## src/rtl/scr1_ialu_addsub_iter.sv

```systemverilog
`default_nettype none
// +--------------------------------------------------------------------------+
// | scr1_ialu_addsub_iter: chunk-serial add/sub with saturation, NZCV flags   |
// | Revision: 1.0                                                             |
// +--------------------------------------------------------------------------+
module scr1_ialu_addsub_iter #(
  parameter int WIDTH = 32,
  parameter int CHUNK = 8
) (
  input  logic             clk,
  input  logic             rst,
  input  logic             in_valid,
  output logic             in_ready,
  input  logic [WIDTH-1:0] op1_i,
  input  logic [WIDTH-1:0] op2_i,
  input  logic [1:0]       cmd_i,
  input  logic             kill_i,
  output logic             out_valid,
  input  logic             out_ready,
  output logic [WIDTH-1:0] res_o,
  output logic             pos_ovflw_o,
  output logic             neg_ovflw_o,
  output logic [3:0]       flags_o
);

  localparam int NCH  = WIDTH / CHUNK;
  localparam int IDXW = (NCH > 1) ? $clog2(NCH) : 1;
  localparam int NLO  = (NCH > 1) ? NCH - 1 : 1;

  localparam logic [IDXW-1:0] c_LAST     = IDXW'(NCH - 1);
  localparam logic [1:0]      c_ST_IDLE  = 2'd0;
  localparam logic [1:0]      c_ST_CALC  = 2'd1;
  localparam logic [1:0]      c_ST_DONE  = 2'd2;

  logic [1:0]       r_state;
  logic [1:0]       w_state_nxt;
  logic [WIDTH-1:0] r_a;
  logic [WIDTH-1:0] r_b;
  logic             r_sat;
  logic             r_carry;
  logic [IDXW-1:0]  r_idx;
  logic [CHUNK-1:0] r_sum_ch [NLO];
  logic [WIDTH-1:0] r_res;
  logic [3:0]       r_flags;
  logic             r_pos;
  logic             r_neg;

  logic [CHUNK-1:0] w_a_ch [NCH];
  logic [CHUNK-1:0] w_b_ch [NCH];
  logic [CHUNK:0]   w_sum;
  logic [WIDTH-1:0] w_raw;
  logic [WIDTH-1:0] w_res;
  logic             w_last;
  logic             w_pos;
  logic             w_neg;

  // Chunk views of the latched operands; r_b already holds B' (inverted for SUB).
  generate
    for (genvar g = 0; g < NCH; g++) begin : g_chunk
      assign w_a_ch[g] = r_a[g*CHUNK +: CHUNK];
      assign w_b_ch[g] = r_b[g*CHUNK +: CHUNK];
      if (g == NCH - 1) begin : g_top
        assign w_raw[g*CHUNK +: CHUNK] = w_sum[CHUNK-1:0];
      end else begin : g_low
        assign w_raw[g*CHUNK +: CHUNK] = r_sum_ch[g];
      end
    end
  endgenerate

  assign w_sum  = {1'b0, w_a_ch[r_idx]} + {1'b0, w_b_ch[r_idx]} + {{CHUNK{1'b0}}, r_carry};
  assign w_last = (r_idx == c_LAST);
  assign w_pos  = ~r_a[WIDTH-1] & ~r_b[WIDTH-1] &  w_raw[WIDTH-1];
  assign w_neg  =  r_a[WIDTH-1] &  r_b[WIDTH-1] & ~w_raw[WIDTH-1];

  always_comb begin
    w_res = w_raw;
    if (r_sat && w_pos) begin
      w_res = {1'b0, {(WIDTH-1){1'b1}}};
    end else if (r_sat && w_neg) begin
      w_res = {1'b1, {(WIDTH-1){1'b0}}};
    end
  end

  always_ff @(posedge clk) begin
    if (rst) begin
      r_state <= c_ST_IDLE;
    end else begin
      r_state <= w_state_nxt;
    end
  end

  always_comb begin
    w_state_nxt = r_state;
    case (r_state)
      c_ST_IDLE: if (in_valid) w_state_nxt = c_ST_CALC;
      c_ST_CALC: begin
        if (kill_i) begin
          w_state_nxt = c_ST_IDLE;
        end else if (w_last) begin
          w_state_nxt = c_ST_DONE;
        end
      end
      c_ST_DONE: if (kill_i || out_ready) w_state_nxt = c_ST_IDLE;
      default:   w_state_nxt = c_ST_IDLE;
    endcase
  end

  always_comb begin
    in_ready  = (r_state == c_ST_IDLE);
    out_valid = (r_state == c_ST_DONE);
  end

  // Result registers only move on the final chunk, so they stay put outside DONE.
  always_ff @(posedge clk) begin
    if (rst) begin
      r_a     <= '0;
      r_b     <= '0;
      r_sat   <= 1'b0;
      r_carry <= 1'b0;
      r_idx   <= '0;
      r_res   <= '0;
      r_flags <= '0;
      r_pos   <= 1'b0;
      r_neg   <= 1'b0;
      for (int i = 0; i < NLO; i++) begin
        r_sum_ch[i] <= '0;
      end
    end else begin
      case (r_state)
        c_ST_IDLE: begin
          if (in_valid) begin
            r_a     <= op1_i;
            r_b     <= cmd_i[0] ? ~op2_i : op2_i;
            r_sat   <= cmd_i[1];
            r_carry <= cmd_i[0];
            r_idx   <= '0;
          end
        end
        c_ST_CALC: begin
          if (!kill_i) begin
            r_carry <= w_sum[CHUNK];
            if (w_last) begin
              r_res   <= w_res;
              r_flags <= {w_res[WIDTH-1], ~|w_res, w_sum[CHUNK], w_pos | w_neg};
              r_pos   <= w_pos;
              r_neg   <= w_neg;
            end else begin
              r_sum_ch[r_idx] <= w_sum[CHUNK-1:0];
              r_idx           <= r_idx + 1'b1;
            end
          end
        end
        default: ;
      endcase
    end
  end

  assign res_o       = r_res;
  assign flags_o     = r_flags;
  assign pos_ovflw_o = r_pos;
  assign neg_ovflw_o = r_neg;

endmodule
`default_nettype wire

```

## config.mk

```make
export PLATFORM = sky130hd
export DESIGN_NAME = scr1_ialu_addsub_iter
export DESIGN_NICKNAME = d
export VERILOG_FILES = /design/src/rtl/scr1_ialu_addsub_iter.sv
export SDC_FILE = /design/constraint.sdc
export NUM_CORES = 1
export LEC_CHECK = 0
export CORE_UTILIZATION = 35
export CTS_CLUSTER_DIAMETER = 50
export DETAILED_ROUTE_END_ITERATION = 16
export DONT_BUFFER_PORTS = 1
export MAX_ROUTING_LAYER = met4
export SLEW_MARGIN = 25
export SYNTH_ARGS = -nofsm -noshare
export SYNTH_HDL_FRONTEND = slang
export SYNTH_SLANG_ARGS = --single-unit
```

## constraint.sdc

```tcl
create_clock -name clk -period 5.4 [get_ports clk]
set_input_delay 1.08 -clock clk [delete_from_list [all_inputs] [get_ports clk]]
set_output_delay 1.08 -clock clk [all_outputs]
set_load 0.02 [all_outputs]
```

# Word-level counts from Yosys, hierarchy flattened
# Memories as Yosys holds them, arrays and structs flattened.
# Cells that the tools add are included.
# Widths: inputs -> output; s select.
[word_totals]
elab_cells = 78
ram_bits = 24
latchBits = 0
reg_bits = 108
out_inout_bits = 40
mem_count = 1
inputBits = 71
rom_bits = 0
[memory_table]
columns = ["name", "depth", "word_bits", "read_ports", "rd_clocked_by_memory_dff", "write_ports", "line_no", "text"]
rows = [
  ["r_sum_ch", 3, 8, 3, 0, 3, "42", "logic [CHUNK-1:0] r_sum_ch [NLO];"],
]
[classes]
n_bitwise = 11
mul = 0
eq_ne = 8
reduce_logical = 13
n_addsub = 3
order_cmp = 1
n_shift = 0
div_mod_pow = 0
n_mux = 31
[op_table]
columns = ["operator", "n"]
rows = [
  ["$mux 32", 3],
  ["$mux 8", 5],
  ["$bmux 8 s2", 2],
  ["$not 32->32", 1],
  ["$reduce_or 32->1", 1],
  ["$mux 2", 8],
  ["$mux 1", 10],
  ["$add 8x8->9", 1],
  ["$add 9x1->9", 1],
  ["$reduce_and 3->1", 3],
  ["$reduce_or 8->1", 1],
  ["$ne 2x2->1 const B", 3],
  ["$pmux 2 s3", 1],
  ["$and 1x1->1", 4],
  ["$eq 2x2->1 const B", 2],
  ["$not 1->1", 4],
  ["$pmux 2 s2", 1],
  ["$reduce_and 4->1", 1],
  ["$ge 3x3->1 const B", 1],
  ["$ne 3x3->1 const B", 1],
  ["$not 2->3", 1],
  ["$add 2x1->2 const B", 1],
  ["$eq 2x1->1 const B", 1],
  ["$logic_and 1x1->1", 2],
  ["8 further kinds", 8],
]

# Logic depth before layout (Yosys ltp)
# Gate-level depths: netlist of the first run.
[depth]
ltp_word = 13
mapped_depth = 11
ltp_nobuf = 9

# Worst setup path before layout of the first run
# No wires, ideal clock.
[synth_path]
path_type = "reg-to-reg"
start = "register r_idx[1]"
end = "register r_flags[2], in the netlist flags_o[2]"
t_required_ns = 5.342
n_path_buf = 2
path_slack_ns = 1.926
arrival_ns = 3.416
setup_time_ns = 0.058
period_less_slack_ns = 3.474
path_stages_with_launch = 12
cell_sequence = "dfxtp_1 > clkbuf_1 > buf_1 > mux4_2 > fa_1 > fa_1 > nor4_1 > nand4_1 > nor4_1 > nand3_1 > nor4b_1 > a31o_2"
[synth_rtl]
columns = ["item", "line_no", "text"]
rows = [
  ["start: declaration", "41", "logic [IDXW-1:0] r_idx;"],
  ["start signal: assignment", "149", "r_idx <= r_idx + 1'b1;"],
  ["$not 2->3 (implied by the code) (*)", "70", "assign w_sum = {1'b0, w_a_ch[r_idx]} + {1'b0, w_b_ch[r_idx]} + {{CHUNK{1'b0}}, r_carry};"],
  ["$bmux 8 s2", "70", ""],
  ["$mux 8 (implied by the code) (2 in series)", "70", ""],
  ["$add 8x8->9 (*)", "70", ""],
  ["$add 9x1->9 (*)", "70", ""],
  ["via w_raw[25]", "51", "logic [WIDTH-1:0] w_raw;"],
  ["$mux 32 (*)", "79", "end else if (r_sat && w_neg) begin"],
  ["$mux 32 (*)", "77", "if (r_sat && w_pos) begin"],
  ["$reduce_or 32->1 (*)", "144", "r_flags <= {w_res[WIDTH-1], ~|w_res, w_sum[CHUNK], w_pos | w_neg};"],
  ["$logic_not 1->1 (*)", "144", ""],
  ["end signal: assignment", "144", ""],
  ["end: declaration", "44", "logic [3:0] r_flags;"],
]
# The timed path passes the listed nets; every way through them passes the cells marked *. The select of a mux whose other input is x is not followed.
# A chain may end at the register's enable or synchronous reset.

# Final worst setup path of the first run
[layout_path]
start = "register r_idx[0]"
end = "register r_flags[2], in the netlist flags_o[2]"
# The elaborated chain is that of the path after synthesis.

==> results.cfg, run 1 <==
[clock_network]
cts_buffers = 17
clk_latency_ps = 420
ctsResizeCount = 0
clk_pin_slew_worst_paths_ps = 60
tritoncts = done
cts_buffer_depth = 2
h-tree-depth = 4
cts_hold_repair.buffers = 0
cts_root_buf = clkbuf_16
post_cts_buffers = 0
cts_sinks = 131

[place]
placement.io_buffers = 0
dp_hpwl_mm = 10.1
place.gp.congestion = 0.881
pre_cts_ws_ps = 1540

[global_routing]
grt_max_degree = 113
grtUsageMet3_pct = 4.60
grt_pass1_wl_mm = 22.5
track_usage_pct = 17.1
antenna_found_initial = 0
grt_use_met1_pct = 20.0
grt-busiest-layer = met2
grt_use_met2_pct = 27.5
grt_pass1_vias = 4287
grt_overflow = 0

[routing]
drcViolationCount = 0
vias = 4374
drtAntennaViolNets = 0
viasPerCell = 5.19
first_pass_iters = 4
wl_per_cell_um = 16.4
drt_iter0_markers = 305
wirelength_mm = 13.8

[yosys]
yosys_warnings = 0
syn_nets = 717
synth_top_cell_by_area = dfxtp_1
ys_types = 54
ys_ff_latch = 131
netlist_area_mm2 = 0.00596
synth-edff-count = 24
synth_commonest_cells = dfxtp_1 (107), nor2_1 (93), nand2_1 (76)
yosysSeqAreaShare_pct = 48.0
yosys_most_used_dff = dfxtp_1
ys_async_sr_fraction_pct = 0
syn_area_per_cell_um2 = 9.42
netlist.area_leader.share_pct = 35.9
synth_cells = 633
yosysMostFrequentCell = dfxtp_1
synth_area_leaders = dfxtp_1 (36%), edfxtp_1 (12%), a21oi_1 (6.1%)

[worst_setup_path]
worstPathMaxFanout = 12
worstPathArrival_ps = 4190
worst_path_dominant_cell_family = simple AND/OR/NAND/NOR gates
timing_worst_setup_path_type = reg -> reg
crit_path_end_kind = register
cp_slowest_cell = dfxtp_1
path_buf_inv = 0
slowest_delay_ps = 730
crit_chain = mux4_2, fa_1, fa_1, nor4_1, nand4_1, nor4_1, nand3_1, nor4b_1, a31o_2
cp_data_required_time_ps = 5750
start_kind = register

[power]
leakagePower_nw = 2.37
max-vdd-ir-drop_mv = 0.243
cellPowerDensity_mw_per_mm2 = 365

[sta]
worst_pin_slew_ps = 748
max_freq_ghz = 0.261
clock_skew_ps = 16.2
rsz0062_at_grt = false
min_period_over_period_pct = 71.0
setup-tns-final_ps = 0
maxSlewViolCount = 0
hold_violations = 0
whs_ps = 451
finalSetupViolations = 0
layout_setup_ws_ps = 1560
min_period_ps = 3840
slew_headroom_pct = 50.1

[die]
core_mm2 = 0.0166
rows = 47
die-area_mm2 = 0.0176
die_h_um = 133
die_x_um = 133
start_util_pct = 36.0
boundaryPins = 111

[finish]
final_util_pct = 40.1
area_growth_pct = 11.4
fin_nets = 694
diodes = 0
drive_above_1_share_pct = 10.6

[run]
cap_violations = 0

[run_status]
status = finished clean

[hold_path]
hp-class = reg -> reg
[power breakdown]
group | internal (mW) | switching [mW]
combinational | 0.0924 | 0.120
sequential | 1.04 | 0.0310
clock | 0.715 | 0.428
total | 1.85 | 0.579
[flip-flops by register name (all words and copies together) (netlist names)]
register	count
flags_o	3
r_state	2
r_a	32
r_idx	2
pos_ovflw_o	1
r_b	32
r_carry	1
res_o	32
neg_ovflw_o	1
r_sat	1
r_sum_ch	24
[logic make-up after synthesis]
| logic type | Yosys count | share of synthesized area (%) |
|---|---|---|
| buffers and inverters | 57 | 4.47 |
| and+or+nand+nor | 242 | 18.3 |
| AOI/OAI and AO/OA | 136 | 14.5 |
| DFF | 131 | 48.0 |
| muxes | 18 | 6.38 |
| adders and majority gates | 13 | 2.98 |
| xor gates and xnor gates | 36 | 5.29 |
[cells in the final DEF, fill, tap and decap left out, drive strengths merged, types with 3 or more instances in the layout]
master    Yosys  routed
inv          11      12
nor4          5       5
o21ai         7       7
xnor2        35      35
dfxtp       107     107
nand3         5       5
edfxtp       24      24
ha           11      11
a211oi       36      36
a22oi         3       3
a21o          4       4
nor3         36      36
nand2b        4       4
a21oi        74      74
mux4         16      16
nor2         93      93
nor3b         3       3
clkinvlp      0       6
clkbuf       26      19
clkinv        0       4
buf          20       4
nand2        76      76
and3          7       7
[worst reg2reg max path: cells and delay by family (launching register included)]
kind,cells,cell delay (ps)
muxes,1,620
AOI/OAI and AO/OA,1,190
and+or+nand+nor,5,1230
adders and majority gates,2,1000
DFF,1,730
[path summary, 6_finish.rpt]
kind            start          to  slack (ps)  cells past startpoint
max          r_idx[0]  flags_o[2]        1560                      9
min           r_a[17]     r_a[17]         450                      2
max reg2reg  r_idx[0]  flags_o[2]        1560                      9
min reg2reg   r_a[17]     r_a[17]         450                      2
[metrics by stage]
stage	cells	cell area (um2)	power, mW
after detailed placement	811	6040	1.30
final	843	6640	2.43
after CTS	843	6640	2.44
after global placement	811	6040	1.30
after global routing	843	6640	2.52
after floorplan	633	5960	1.27
[routing by layer]
layer  part of all wire (%)  vias up
li1                       -     2180
met1                     44     2018
met2                     47      152
met3                    6.0       24
met4                    2.5        0
met5                      0        -
[final cells by class]
class | instances | area, um2
sequential | 131 | 2860
tap | 220 | 275
clock inverter | 13 | 131
inverter | 11 | 41.3
fill | 1691 | 9940
clock buffer | 19 | 464
timing repair buffer | 4 | 30.0
multi-input combinational | 445 | 2840
Power figures use the tool's default switching activity.
==> run 2: changes to the inputs <==
==> constraint.sdc (replaced) <==
create_clock -name clk -period 3.4 [get_ports clk]
set_input_delay 0.68 -clock clk [delete_from_list [all_inputs] [get_ports clk]]
set_output_delay 0.68 -clock clk [all_outputs]
set_load 0.02 [all_outputs]
==> run 2 against run 1 <==
  * Register-to-register slack worse by 1400 ps
  * Power is 65% higher
  * Wire length is 5.3% higher
  * Largest power group unchanged
  * Worst hold slack worse by 120 ps
  * Sequential cell count stayed put
  * Design area is 2.0% higher
  * Clock power is 68% higher
==> results.cfg, run 2 (same netlist as run 1, synthesis figures left out) <==
[clock_network]
cts_buffers = 17
clk_latency_ps = 420
cts_buffer_depth = 2
clk_pin_slew_worst_paths_ps = 60
h-tree-depth = 4
tritoncts = done
cts_root_buf = clkbuf_16
cts_sinks = 131

[place]
dp_hpwl_mm = 10.1
pre_cts_ws_ps = -51.5
placement.io_buffers = 0
dpl.cell_count = 819
placed_area_mm2 = 0.00610
place.gp.congestion = 0.834

[die]
start_util_pct = 36.0
die_x_um = 133
rows = 47
core_mm2 = 0.0166
boundaryPins = 111
die-area_mm2 = 0.0176
die_h_um = 133

[sta]
clock_skew_ps = 8.61
max_freq_ghz = 0.308
layout_setup_ws_ps = 154
rsz0062_at_grt = true
min_period_over_period_pct = 95.5
slew_headroom_pct = 41.4
min_period_ps = 3250
worst_pin_slew_ps = 878
maxSlewViolCount = 0
finalSetupViolations = 0
setup-tns-final_ps = 0
hold_violations = 0
whs_ps = 331

[run_status]
status = finished clean

[power]
max-vdd-ir-drop_mv = 0.422
leakagePower_nw = 2.45
cellPowerDensity_mw_per_mm2 = 590
power.total_mw = 3.99

[worst_setup_path]
worstPathArrival_ps = 3580
slowest_delay_ps = 580
crit_chain = buf_4, mux4_2, ha_1, a211oi_2, o211ai_2, a311oi_2, a21o_4, a21oi_1, nor3_1
path_buf_inv = 1
cp_data_required_time_ps = 3730
start_kind = register
cp_slowest_cell = mux4_2
worstPathMaxFanout = 31
timing_worst_setup_path_type = reg -> reg
worst_path_dominant_cell_family = compound AO/OA/AOI/OAI gates
crit_path_end_kind = register

[routing]
drt_iter0_markers = 192
vias = 4359
wirelength_mm = 14.5
drtAntennaViolNets = 0
first_pass_iters = 5
wl_per_cell_um = 17.0
drcViolationCount = 0
viasPerCell = 5.12

[finish]
diodes = 0
fill_cells = 1661
final_util_pct = 40.8
final_cells = 852
fin_nets = 703
drive_above_1_share_pct = 12.7
design_area_mm2 = 0.00677
area_growth_pct = 13.6
final_cell_mix = dfxtp_1 (106), nor2_1 (93), nand2_1 (75)
final_common_cell = dfxtp_1

[global_routing]
track_usage_pct = 17.2
antenna_found_initial = 0
grt_pass1_wl_mm = 22.6
grt_overflow = 0
grt_max_degree = 113
grt_pass1_vias = 4338

[run]
cap_violations = 0

[hold_path]
hp-class = in -> reg
[run 2: changes by cell type in the layout (fill, tap and decap cells not counted), moves of 2 or more]
cell / previous run / this run
clkbuf_8: 1 / 7
buf_4: 4 / 12
clkinv_1: 2 / 0
nor4_2: 0 / 2
clkinvlp_4: 6 / 2
nor4_1: 5 / 3
[run 2: area by class of cell]
type | count | area [um2] | area share (%)
multi-input combinational | 446 | 2860 | 42.3
clock buffer | 26 | 551 | 8.13
sequential | 131 | 2870 | 42.3
timing repair buffer | 12 | 90.1 | 1.33
clock inverter | 6 | 86.3 | 1.27
inverter | 11 | 41.3 | 0.610
tap | 220 | 275 | 4.06
[run 2: path summary, 6_finish.rpt]
kind	startpoint	endpoint	slack, ps	cells after the start
min	kill_i	r_state[1]	330	1
min reg2reg	r_a[5]	r_a[5]	450	2
max reg2reg	r_idx[0]	res_o[21]	150	9
max	r_idx[0]	res_o[21]	150	9
[run 2: per-layer routing]
metal / vias to the layer above / track usage [%] / routed length (um)
met4: 0 / 4.79 / 125
met2: 130 / 28.9 / 7280
met3: 9 / 5.79 / 891
met5: - / - / 0
met1: 2019 / 19.3 / 6210
li1: 2201 / - / -
[run 2: worst reg2reg max path, delay by kind of cell, from the launching register on]
family | cells | cell delay [ps]
fa+ha+maj | 1 | 310
compound gates | 5 | 1450
flops | 1 | 390
buf+inv | 1 | 230
simple gates | 1 | 200
mux | 1 | 590
[run 2: where the power goes]
| part | switching, mW | internal (mW) |
|---|---|---|
| registers | 0.0476 | 1.65 |
| logic | 0.211 | 0.167 |
| clock network | 0.657 | 1.26 |
| total | 0.916 | 3.08 |
[run 2: timing repair]
action                                  CTS  global route
buffers inserted                          0             0
endpoints found under the setup margin    3            14
hold buffers                              0             0
resized for setup                         1             4
gates cloned                              0             1
==> run 3: changes to the inputs <==
--- a/config.mk
+++ b/config.mk
@@ -5,6 +5,7 @@
 export SDC_FILE = /design/constraint.sdc
 export NUM_CORES = 1
 export LEC_CHECK = 0
+export CORE_MARGIN = 3
 export CORE_UTILIZATION = 35
 export CTS_CLUSTER_DIAMETER = 50
 export DETAILED_ROUTE_END_ITERATION = 16
==> run 3 against run 2 <==
  * Worst hold slack improved by 2.0 ps
  * Critical path depth unchanged
  * Highest routed layer unchanged
  * Power down 3.5%
==> results.cfg, run 3 (same netlist as run 1, synthesis figures left out) <==
[run_status]
status = finished clean

[place]
placed_area_mm2 = 0.00612
place.gp.congestion = 0.931
dp_hpwl_mm = 10.4
placement.io_buffers = 0

[die]
boundaryPins = 111
die-area_mm2 = 0.0186
die_h_um = 137
start_util_pct = 35.8
die_x_um = 137
rows = 47
core_mm2 = 0.0166

[worst_setup_path]
reg2reg_depth = 9
worstPathArrival_ps = 3590
crit_chain = mux4_2, fa_1, fa_1, nor4_2, nand4_1, nor4_2, nand3_1, nor4b_1, a31o_2
cp_data_required_time_ps = 3760
crit_path_end_kind = register
start_kind = register
r2r_slack_ps = 180
r2r_start = r_idx[0]
slowest_delay_ps = 530
worstPathMaxFanout = 5
cp_slowest_cell = mux4_2
timing_worst_setup_path_type = reg -> reg
rr_endpoint = flags_o[2]

[sta]
min_period_ps = 3220
finalSetupViolations = 0
slew_headroom_pct = 66.5
hold_violations = 0
whs_ps = 333
max_freq_ghz = 0.310
rsz0062_at_grt = false
min_period_over_period_pct = 94.8
clock_skew_ps = 5.92
maxSlewViolCount = 0
setup-tns-final_ps = 0
worst_pin_slew_ps = 502

[clock_network]
cts_buffer_depth = 2
post_cts_buffers = 0
cts_sinks = 131
cts_buffers = 17
tritoncts = done
cts_root_buf = clkbuf_16
h-tree-depth = 4
clk_pin_slew_worst_paths_ps = 50
clk_latency_ps = 420
cts_hold_repair.buffers = 0
ctsResizeCount = 0

[global_routing]
grt_max_degree = 113
grtUsageMet3_pct = 4.74
grt_pass1_wl_mm = 22.4
track_usage_pct = 16.2
grt_pass1_vias = 4388
grt_use_met2_pct = 26.7
grt-busiest-layer = met2
antenna_found_initial = 0
grt_use_met1_pct = 18.7
grt_overflow = 0

[routing]
viasPerCell = 5.10
vias = 4342
wl_per_cell_um = 16.6
drcViolationCount = 0
drt_iter0_markers = 273
first_pass_iters = 4
wirelength_mm = 14.1
drtAntennaViolNets = 0

[finish]
final_util_pct = 40.4
diodes = 0
area_growth_pct = 12.6
drive_above_1_share_pct = 11.2
final_common_cell = dfxtp_1
fin_nets = 703
final_cell_mix = dfxtp_1 (106), nor2_1 (93), nand2_1 (76)
design_area_mm2 = 0.00672

[power]
max-vdd-ir-drop_mv = 0.384
leakagePower_nw = 2.43
cellPowerDensity_mw_per_mm2 = 574
power.total_mw = 3.85

[hold_path]
hp-class = in -> reg
min_to = r_state[1]
hold_path.startpoint = kill_i
holdPathStages = 1

[run]
cap_violations = 0
[run 3: final cells by class]
cell class	instances	area [um2]
repair buffers	13	110
multi-input cells	445	2850
fillers	1657	9930
well taps	220	275
inverters	11	41.3
clock buffers	28	508
clock inverters	4	70.1
flip-flops and latches	131	2860
[run 3: worst max path at each step]
| stage | start | slack (ps) | end | cells past startpoint |
|---|---|---|---|---|
| CTS | r_idx[0] | 60 | flags_o[2] | 9 |
| detailed placement | r_idx[0] | 70 | flags_o[2] | 9 |
| global route | r_idx[0] | 50 | res_o[29] | 9 |
| global placement | r_idx[0] | 160 | flags_o[2] | 9 |
| floorplan | r_idx[1] | 70 | flags_o[2] | 11 |
| finish | r_idx[0] | 180 | flags_o[2] | 9 |
[run 3: critical path, delay by kind of cell (launching register included)]
kind	cells	cell delay, ps
simple gates	5	1100
mux	1	530
flops	1	390
fa+ha+maj	2	980
compound gates	1	190
[run 3: per-layer routing]
layer,routed length (um),vias to the layer above
li1,-,2193
met1,6010,2021
met2,7060,108
met3,769,20
met4,284,0
met5,0,-
[run 3: where the power goes]
part,switching [mW],internal (mW)
combinational,0.203,0.168
sequential,0.0464,1.65
clock,0.625,1.16
[run 3: metrics by stage]
step	instances	setup slack (ps)
finish	852	177
global route	852	46.5
CTS	852	60.4
detailed placement	820	74.2
global placement	820	163
floorplan	633	65.8
